===== config.mk =====
export PLATFORM = sky130hd
export DESIGN_NAME = fft_frame_sequencer
export DESIGN_NICKNAME = d
export VERILOG_FILES = /design/src/rtl/fft_pkg.sv /design/src/rtl/fft_frame_counter.sv /design/src/rtl/fft_frame_sequencer.sv
export SDC_FILE = /design/constraint.sdc
export NUM_CORES = 1
export LEC_CHECK = 0
export BUFFER_PORTS_ARGS = -buffer_cell sky130_fd_sc_hd__clkbuf_2
export CAP_MARGIN = 25
export CORE_MARGIN = 1.5
export CORE_UTILIZATION = 51
export DETAILED_ROUTE_END_ITERATION = 8
export GPL_TIMING_DRIVEN = 1
export PLACE_DENSITY = 0.81
export SYNTH_ARGS = -nofsm -noshare
export SYNTH_HDL_FRONTEND = slang
export SYNTH_HIERARCHICAL = 1
export SYNTH_SLANG_ARGS = --single-unit

===== constraint.sdc =====
create_clock -name aclk -period 4.2 [get_ports aclk]
set_clock_uncertainty 0.2 [all_clocks]
set_input_delay 0.42 -clock aclk [delete_from_list [all_inputs] [get_ports aclk]]
set_output_delay 0.42 -clock aclk [all_outputs]
set_load 0.01 [all_outputs]

===== src/rtl/fft_pkg.sv =====
// Shared definitions for the FFT front-end: legal transform lengths,
// sequencer state encoding and small helpers for frame length and the
// FFT core's config word.
package fft_pkg;

  localparam int NFFT_MIN    = 7;
  localparam int NFFT_MAX    = 10;
  localparam int CFG_FWD_BIT = 8;

  typedef enum logic [1:0] {
    IDLE,
    CONFIG,
    FILL,
    DRAIN
  } state_t;

  // Number of real samples in one frame of length 2^nfft.
  function automatic logic [31:0] frame_len(input logic [4:0] nfft);
    return 32'd1 << nfft;
  endfunction

  // Config channel word: forward transform flag plus log2 length.
  function automatic logic [15:0] cfg_word(input logic [4:0] nfft);
    logic [15:0] w;
    w              = '0;
    w[CFG_FWD_BIT] = 1'b1;
    w[4:0]         = nfft;
    return w;
  endfunction

endpackage


===== src/rtl/fft_frame_counter.sv =====
// Beat counter for one frame of samples. Flags the final beat of the
// frame and wraps back to zero when that beat is accepted.
module fft_frame_counter #(
  parameter int CNT_W = 10
) (
  input  logic             aclk,
  input  logic             aresetn,
  input  logic             beat,
  input  logic [CNT_W-1:0] last_idx,
  output logic             is_last
);

  logic [CNT_W-1:0] count;

  assign is_last = (count == last_idx);

  // Advance on every accepted beat; the last beat of a frame restarts the count.
  always_ff @(posedge aclk or negedge aresetn) begin
    if (!aresetn) begin
      count <= '0;
    end else if (beat) begin
      count <= is_last ? '0 : count + CNT_W'(1);
    end
  end

endmodule


===== src/rtl/fft_frame_sequencer.sv =====
// Frames the audio stream for the FFT core: (re)configures the transform
// length between frames, passes exactly 2^nfft samples per frame with tlast
// on the final one, then waits for the FFT's output frame before starting
// again. A watchdog flags an FFT that never finishes its output frame.
module fft_frame_sequencer #(
  parameter int NFFT_MIN      = fft_pkg::NFFT_MIN,
  parameter int NFFT_MAX      = fft_pkg::NFFT_MAX,
  parameter int DRAIN_TIMEOUT = 4096,
  parameter int CNT_W         = 10
) (
  input  logic        aclk,
  input  logic        aresetn,
  input  logic        enable,
  input  logic [4:0]  req_nfft,
  input  logic [15:0] s_axis_audio_tdata,
  input  logic        s_axis_audio_tvalid,
  output logic        s_axis_audio_tready,
  output logic [31:0] m_axis_fft_data_tdata,
  output logic        m_axis_fft_data_tvalid,
  input  logic        m_axis_fft_data_tready,
  output logic        m_axis_fft_data_tlast,
  output logic [15:0] m_axis_fft_cfg_tdata,
  output logic        m_axis_fft_cfg_tvalid,
  input  logic        m_axis_fft_cfg_tready,
  input  logic        fft_out_tvalid,
  input  logic        fft_out_tlast,
  output logic [4:0]  curr_nfft,
  output logic        busy,
  output logic [15:0] frame_cnt,
  output logic        timeout_err
);

  import fft_pkg::*;

  localparam int DRAIN_W = $clog2(DRAIN_TIMEOUT + 1);
  localparam logic [DRAIN_W-1:0] DRAIN_LAST = DRAIN_W'(DRAIN_TIMEOUT - 1);

  state_t             state_q;
  state_t             state_d;
  logic               cfg_pending;
  logic [DRAIN_W-1:0] drain_cnt;
  logic               req_legal;
  logic               need_cfg;
  logic               in_fill;
  logic               data_beat;
  logic               is_last;
  logic [CNT_W-1:0]   last_idx;
  logic               load_nfft;
  logic               cfg_done;
  logic               frame_done;
  logic               drain_expired;

  assign req_legal = (req_nfft >= 5'(NFFT_MIN)) && (req_nfft <= 5'(NFFT_MAX));
  assign need_cfg  = (req_legal && (req_nfft != curr_nfft)) || cfg_pending;

  assign in_fill   = (state_q == FILL);
  assign data_beat = in_fill && s_axis_audio_tvalid && m_axis_fft_data_tready;
  assign last_idx  = CNT_W'(frame_len(curr_nfft) - 32'd1);

  assign s_axis_audio_tready    = in_fill && m_axis_fft_data_tready;
  assign m_axis_fft_data_tvalid = in_fill && s_axis_audio_tvalid;
  assign m_axis_fft_data_tdata  = {16'h0000, s_axis_audio_tdata};
  assign m_axis_fft_data_tlast  = in_fill && is_last;
  assign m_axis_fft_cfg_tvalid  = (state_q == CONFIG);
  assign m_axis_fft_cfg_tdata   = cfg_word(curr_nfft);
  assign busy                   = (state_q != IDLE);

  fft_frame_counter #(
    .CNT_W (CNT_W)
  ) u_counter (
    .aclk     (aclk),
    .aresetn  (aresetn),
    .beat     (data_beat),
    .last_idx (last_idx),
    .is_last  (is_last)
  );

  // State register.
  always_ff @(posedge aclk or negedge aresetn) begin
    if (!aresetn) begin
      state_q <= IDLE;
    end else begin
      state_q <= state_d;
    end
  end

  // Next-state decode plus single-cycle event strobes for the datapath registers.
  always_comb begin
    state_d       = state_q;
    load_nfft     = 1'b0;
    cfg_done      = 1'b0;
    frame_done    = 1'b0;
    drain_expired = 1'b0;
    unique case (state_q)
      IDLE: begin
        if (enable) begin
          if (need_cfg) begin
            load_nfft = 1'b1;
            state_d   = CONFIG;
          end else begin
            state_d = FILL;
          end
        end
      end
      CONFIG: begin
        if (m_axis_fft_cfg_tready) begin
          cfg_done = 1'b1;
          state_d  = FILL;
        end
      end
      FILL: begin
        if (data_beat && is_last) begin
          state_d = DRAIN;
        end
      end
      DRAIN: begin
        if (fft_out_tvalid && fft_out_tlast) begin
          frame_done = 1'b1;
          state_d    = IDLE;
        end else if (drain_cnt == DRAIN_LAST) begin
          drain_expired = 1'b1;
          state_d       = IDLE;
        end
      end
      default: state_d = IDLE;
    endcase
  end

  // Active length only moves when leaving IDLE for CONFIG; illegal requests keep the old value.
  always_ff @(posedge aclk or negedge aresetn) begin
    if (!aresetn) begin
      curr_nfft   <= 5'(NFFT_MAX);
      cfg_pending <= 1'b1;
    end else begin
      if (load_nfft && req_legal) begin
        curr_nfft <= req_nfft;
      end
      if (cfg_done) begin
        cfg_pending <= 1'b0;
      end
    end
  end

  // Watchdog on the FFT output frame; restarts every time DRAIN is entered.
  always_ff @(posedge aclk or negedge aresetn) begin
    if (!aresetn) begin
      drain_cnt <= '0;
    end else if (state_q == DRAIN) begin
      drain_cnt <= drain_cnt + DRAIN_W'(1);
    end else begin
      drain_cnt <= '0;
    end
  end

  // Completed-frame counter and the sticky timeout flag.
  always_ff @(posedge aclk or negedge aresetn) begin
    if (!aresetn) begin
      frame_cnt   <= '0;
      timeout_err <= 1'b0;
    end else begin
      if (frame_done) begin
        frame_cnt <= frame_cnt + 16'd1;
      end
      if (drain_expired) begin
        timeout_err <= 1'b1;
      end
    end
  end

endmodule


* Yosys cells after proc, flatten, opt, wreduce, memory -nomap -nowiden
Index checks and enable logic that the tools add are counted.
Cells by class: add/sub/neg operators 4, multipliers 0, divide/modulo/power cells 0, $lt $le $gt $ge 2, eq/ne operators 10, shift-type cells 1, mux-type cells 19, bitwise gates (word level) 0, reduce and logical (&&, ||, !) cells 13
Operator list (count):
- adder 16 x 1 -> 16 bit (second input constant) | 1
- adder 13 x 1 -> 13 bit (second input constant) | 1
- == test 13 x 12 -> 1 bit (second input constant) | 1
- 2-to-1 mux 13 bit | 1
- 2-to-1 mux 2 bit | 6
- adder 10 x 1 -> 10 bit (second input constant) | 1
- == test 10 bit | 1
- 2-to-1 mux 1 bit | 10
- 2-to-1 mux 10 bit | 1
- << shifter 1 x 5 -> 10 bit (first input constant) | 1
- subtractor 10 x 1 -> 10 bit (second input constant) | 1
- logical AND 1 bit | 9
- case mux 2 bit (4 select lines) | 1
- >= comparator 5 x 3 -> 1 bit (second input constant) | 1
- <= comparator 5 x 4 -> 1 bit (second input constant) | 1
- != test 5 bit | 1
- == test 2 bit (second input constant) | 2
- != test 2 x 1 -> 1 bit (second input constant) | 2
- AND reduction 4 bit | 1
- != test 3 bit (second input constant) | 1
- == test 2 x 1 -> 1 bit (second input constant) | 1
- zero test 2 bit | 1
- != test 2 bit (second input constant) | 1
- nonzero test 2 bit | 1
- logical OR 1 bit | 1
Word-level totals: bits in registers 48, latch bits 0, RAM bits 0, ROM bits 0, input bits 29, output and inout port bits 75, logic and storage cells 56, memories 0

* Longest topological paths before layout
depth in word-level cells 8, mapped depth 16, mapped depth without buffers 15

* Hierarchy
The synthesis kept the hierarchy.
Modules (own cells, without submodules):
- fft_frame_sequencer | instances 1, cells an instance 249, area an instance 2447.3 um2, sequential area each 954.7 um2
- fft_frame_counter | instances 1, cells an instance 65, area an instance 656.9 um2, sequential area each 250.2 um2

* Least setup slack after synthesis
OpenSTA, ideal clock, no wires.
path kind register to register, start point register curr_nfft[2], end point register state_q[1], setup time 95 ps, arrival time 3216 ps, required time 3905 ps, setup slack 688 ps, cell stages (with the launch flop) 16, buffers on the path 1, period minus slack after synthesis 3512 ps, cell sequence dfrtp_1 > or3_1 > nor2_1 > nand2_1 > ha_1 > clkbuf_1 > nor3_1 > mux2i_1 > o21ai_1 > xnor2_1 > nand4_1 > nor3_4 > nand3_1 > a222oi_1 > nand2_1 > o31ai_1
On the way: word-level cells in the longest chain between the ends 6, elaborated cells between the ends (all ways) 12, classes of those cells add/sub (1); eq/ne (3); shift (1); mux (3); reduce/logical (4)
RTL lines:
- from (decl) | RTL line fft_frame_sequencer.sv:27 | output logic [4:0] curr_nfft,
- from (signal assigned) | RTL line fft_frame_sequencer.sv:132 | curr_nfft <= 5'(NFFT_MAX);
- from (signal assigned) | RTL line fft_frame_sequencer.sv:136 | curr_nfft <= req_nfft;
- << shifter 1 x 5 -> 10 bit | RTL line fft_pkg.sv:19 | return 32'd1 << nfft;
- subtractor 10 x 1 -> 10 bit | RTL line fft_frame_sequencer.sv:58 | assign last_idx = CNT_W'(frame_len(curr_nfft) - 32'd1);
- net last_idx[3] | RTL line fft_frame_sequencer.sv:47 | logic [CNT_W-1:0] last_idx;
- == test 10 bit | RTL line fft_frame_counter.sv:15 | assign is_last = (count == last_idx);
- net is_last | RTL line fft_frame_sequencer.sv:46 | logic is_last;
- logical AND 1 bit | RTL line fft_frame_sequencer.sv:112 | if (data_beat && is_last) begin
- != test 2 x 1 -> 1 bit (no line)
- AND reduction 4 bit (no line)
- to (signal assigned) | RTL line fft_frame_sequencer.sv:83 | state_q <= state_d;
- to (decl) | RTL line fft_frame_sequencer.sv:38 | state_t state_q;
The timed path passes the listed nets, and every way through them passes these cells. The select of a mux whose other input is x is not followed. A chain may end at the register's enable or synchronous reset.

* Worst setup path after layout
start point register curr_nfft[2], end point output port m_axis_fft_data_tlast
On the way: word-level cells in the longest chain between the ends 4
RTL lines:
- << shifter 1 x 5 -> 10 bit | RTL line fft_pkg.sv:19
- subtractor 10 x 1 -> 10 bit | RTL line fft_frame_sequencer.sv:58
- net last_idx[3] | RTL line fft_frame_sequencer.sv:47
- == test 10 bit | RTL line fft_frame_counter.sv:15
- net is_last | RTL line fft_frame_sequencer.sv:46
- logical AND 1 bit | RTL line fft_frame_sequencer.sv:63 | assign m_axis_fft_data_tlast = in_fill && is_last;
- to (decl) | RTL line fft_frame_sequencer.sv:21 | output logic m_axis_fft_data_tlast,
The timed path passes the listed nets, and every way through them passes these cells.

==> impl_metrics.env <==
export IMPL_status="finished, final reports clean"
export IMPL_die_area_sq_um=6563
export IMPL_max_freq_ghz=0.2577
export IMPL_die_w_microns=81.02
export IMPL_synthTopCellsByCount="buf_4, dfrtp_1, xnor2_1"
export IMPL_ys_warn_count=6
export IMPL_power_density_nw_per_um2=540.9
export IMPL_finalSetupViolations=0
export IMPL_clk_pin_slew_ns=0.09
export IMPL_netlist_area_sq_um=3104
export IMPL_clk_path_buf_depth=2
export IMPL_crit_required_ns=3.58
export IMPL_antenna_cells=0
export IMPL_path_class="flip-flop to output pin"
export IMPL_r2r_slack_ns=0.49
export IMPL_relSlewSlack=0.6120
export IMPL_ys_types=51
export IMPL_setup_tns_ns=0
export IMPL_multi_input_area_sq_um=1533
export IMPL_nNetsFinal=378
export IMPL_place_gp_congestion=0.8613
export IMPL_ys_ff_latch=48
export IMPL_fin_crit_ns=3.880
export IMPL_ctsHoldBuffers=0
export IMPL_drc_errors=0
export IMPL_rsz0062_at_grt="no"
export IMPL_vias_per_cell=5.079
export IMPL_arrival_ns=3.26
export IMPL_synth_most_common_cell="buf_4"
export IMPL_postSynthCellCount=314
export IMPL_routed_wirelength_mm=5.182
export IMPL_fin_crit_sh=0.9238
export IMPL_core_area_sq_um=5886
export IMPL_cap_violations=0
export IMPL_dpl_hpwl_mm=3.787
export IMPL_dr_pass1_iters=4
export IMPL_drt_iter0_markers=117
export IMPL_avgSynthCellArea_sq_um=9.886
export IMPL_finalMaxSlewViolations=0
export IMPL_grt_overflow=0
export IMPL_yosysTopAreaCell="dfrtp_1"
export IMPL_hold_violations=0
export IMPL_start_kind="flip-flop"
export IMPL_ys_top_cells_by_area="dfrtp_1, buf_4, xnor2_1"
export IMPL_boundaryPins=104
export IMPL_p_total_mw=1.772
export IMPL_grt_pass1_vias=1959
export IMPL_fp_row_count=28
export IMPL_yosysTopAreaCellShare=0.3628
export IMPL_ant_nets=0
export IMPL_htreeDepth=2
export IMPL_seqCellArea_sq_um=1205
export IMPL_ir_worst_vdd_uv=348.7
export IMPL_cp_max_fo=9
export IMPL_portBuffers=44
export IMPL_cts_tree="built"
export IMPL_tightest_slew_ns=0.5821
export IMPL_r2r_cells=14
export IMPL_antenna_found_initial=0
export IMPL_die_y_microns=81.02
export IMPL_root_buffer="clkbuf_8"
export IMPL_synth_main_ff_cell="dfrtp_1"
export IMPL_grt_max_degree=49
export IMPL_drive_gt1_frac=0.2229
export IMPL_vias=2113
export IMPL_syn_to_final_growth_pct=5.522
export IMPL_wire_per_inst_microns=12.46
export IMPL_grt_pass1_wl_mm=8.576
export IMPL_fillCellCount=507
export IMPL_synth_edf_count=0
export IMPL_cp_end_kind="output pin"
export IMPL_numClockSinks=48
export IMPL_track_usage=0.1683
export IMPL_yosysSeqAreaShare=0.3881
export IMPL_initial_core_util=0.5274
export IMPL_holdCritPathClass="input pin to async pin"
export IMPL_insertion_delay_ns=0.30
export IMPL_p_leak_nw=1.635
export IMPL_cts_buffers=5
export IMPL_async_flop_share=1.000
flip-flops by register name, summed over array words and instances (netlist names):
register         cells
state_q              2
frame_cnt           16
timeout_err          1
curr_nfft            5
u_counter/count     10
drain_cnt           13
cfg_pending          1
critical path, cell delays in order, from the launching register on:
cell and delay [ns]:
dfrtp_1 0.49, or3_1 0.46, nor2_1 0.15, nand2_1 0.10
ha_1 0.32, nor3_2 0.21, mux2i_1 0.10, o21ai_1 0.17
xnor2_1 0.14, nand4_1 0.21, nor3_4 0.32, and2_1 0.17
clkbuf_2 0.13
layer usage:
metal,vias to the layer above,wire [microns],global-route usage
met5,-,0,0
met4,0,57,0.06724
met3,6,230,0.03371
met2,63,2481,0.2742
met1,1013,2413,0.2198
li1,1031,-,-
cell usage in the layout, fill, tap and decap left out, drive strengths merged, types with 3 or more instances in the layout:
cell | synthesis | layout
nand3 | 16 | 16
a21boi | 4 | 4
o21ai | 9 | 9
and3 | 8 | 8
clkbuf | 4 | 51
mux2 | 5 | 5
nor2b | 3 | 3
xnor2 | 32 | 32
dfstp | 3 | 3
nand4 | 12 | 12
inv | 16 | 16
conb | 2 | 27
buf | 51 | 5
nor2 | 10 | 10
nand2 | 15 | 15
xor2 | 16 | 16
a21oi | 10 | 10
nor3 | 6 | 6
and2 | 13 | 13
ha | 9 | 9
dfrtp | 45 | 45
where the power goes:
group	internal [mW]	switching (mW)	leakage (nW)
Combinational	0.328	0.419	0.934
Clock	0.210	0.147	0.0645
Sequential	0.542	0.124	0.636
Total	1.08	0.691	1.64
metrics by stage:
| step | hold WS (ns) | setup WS [ns] | utilization | std cells | area [sq um] |
|---|---|---|---|---|---|
| 3_5_place_dp | 0.2571 | 0.3580 | 0.5291 | 404 | 3114 |
| 5_1_grt | 0.05810 | 0.04513 | 0.5565 | 416 | 3276 |
| 3_3_place_gp | 0.2611 | 0.5900 | 0.5291 | 404 | 3114 |
| 6_report | 0.005460 | 0.3202 | 0.5565 | 416 | 3276 |
| 2_1_floorplan | -0.07559 | 0.6885 | - | 339 | 3198 |
| 4_1_cts | 0.02713 | 0.2051 | 0.5506 | 412 | 3241 |
cell families after synthesis:
| family | count (synthesis) | synth area share |
|---|---|---|
| other | 2 | 0.002419 |
| DFF | 48 | 0.3882 |
| adders and majority gates | 9 | 0.03628 |
| AOI/OAI and AO/OA | 33 | 0.07215 |
| buffers and inverters | 71 | 0.1499 |
| and+or+nand+nor | 96 | 0.1911 |
| xor gates and xnor gates | 48 | 0.1354 |
| muxes | 7 | 0.02459 |
final timing paths:
| path | to | from |
|---|---|---|
| max | m_axis_fft_data_tlast | curr_nfft[2] |
| min | frame_cnt[6] | aresetn |
| max reg2reg | state_q[1] | curr_nfft[2] |
| min reg2reg | frame_cnt[15] | frame_cnt[15] |
| max in group asynchronous | frame_cnt[2] | aresetn |
| min in group aclk | cfg_pending | m_axis_fft_cfg_tready |
final cells by class:
| class | count | area share |
|---|---|---|
| multi-input combinational | 220 | 0.4679 |
| sequential | 48 | 0.3678 |
| timing repair buffer | 49 | 0.07869 |
| clock buffer | 7 | 0.02941 |
| tap | 75 | 0.02865 |
| inverter | 16 | 0.01833 |
| clock inverter | 1 | 0.009167 |
what timing repair did:
action                     CTS  global route
gates resized for setup      0             1
buffers inserted             0             4
setup endpoints to repair    0             3
(Power assumes the default switching activity.)
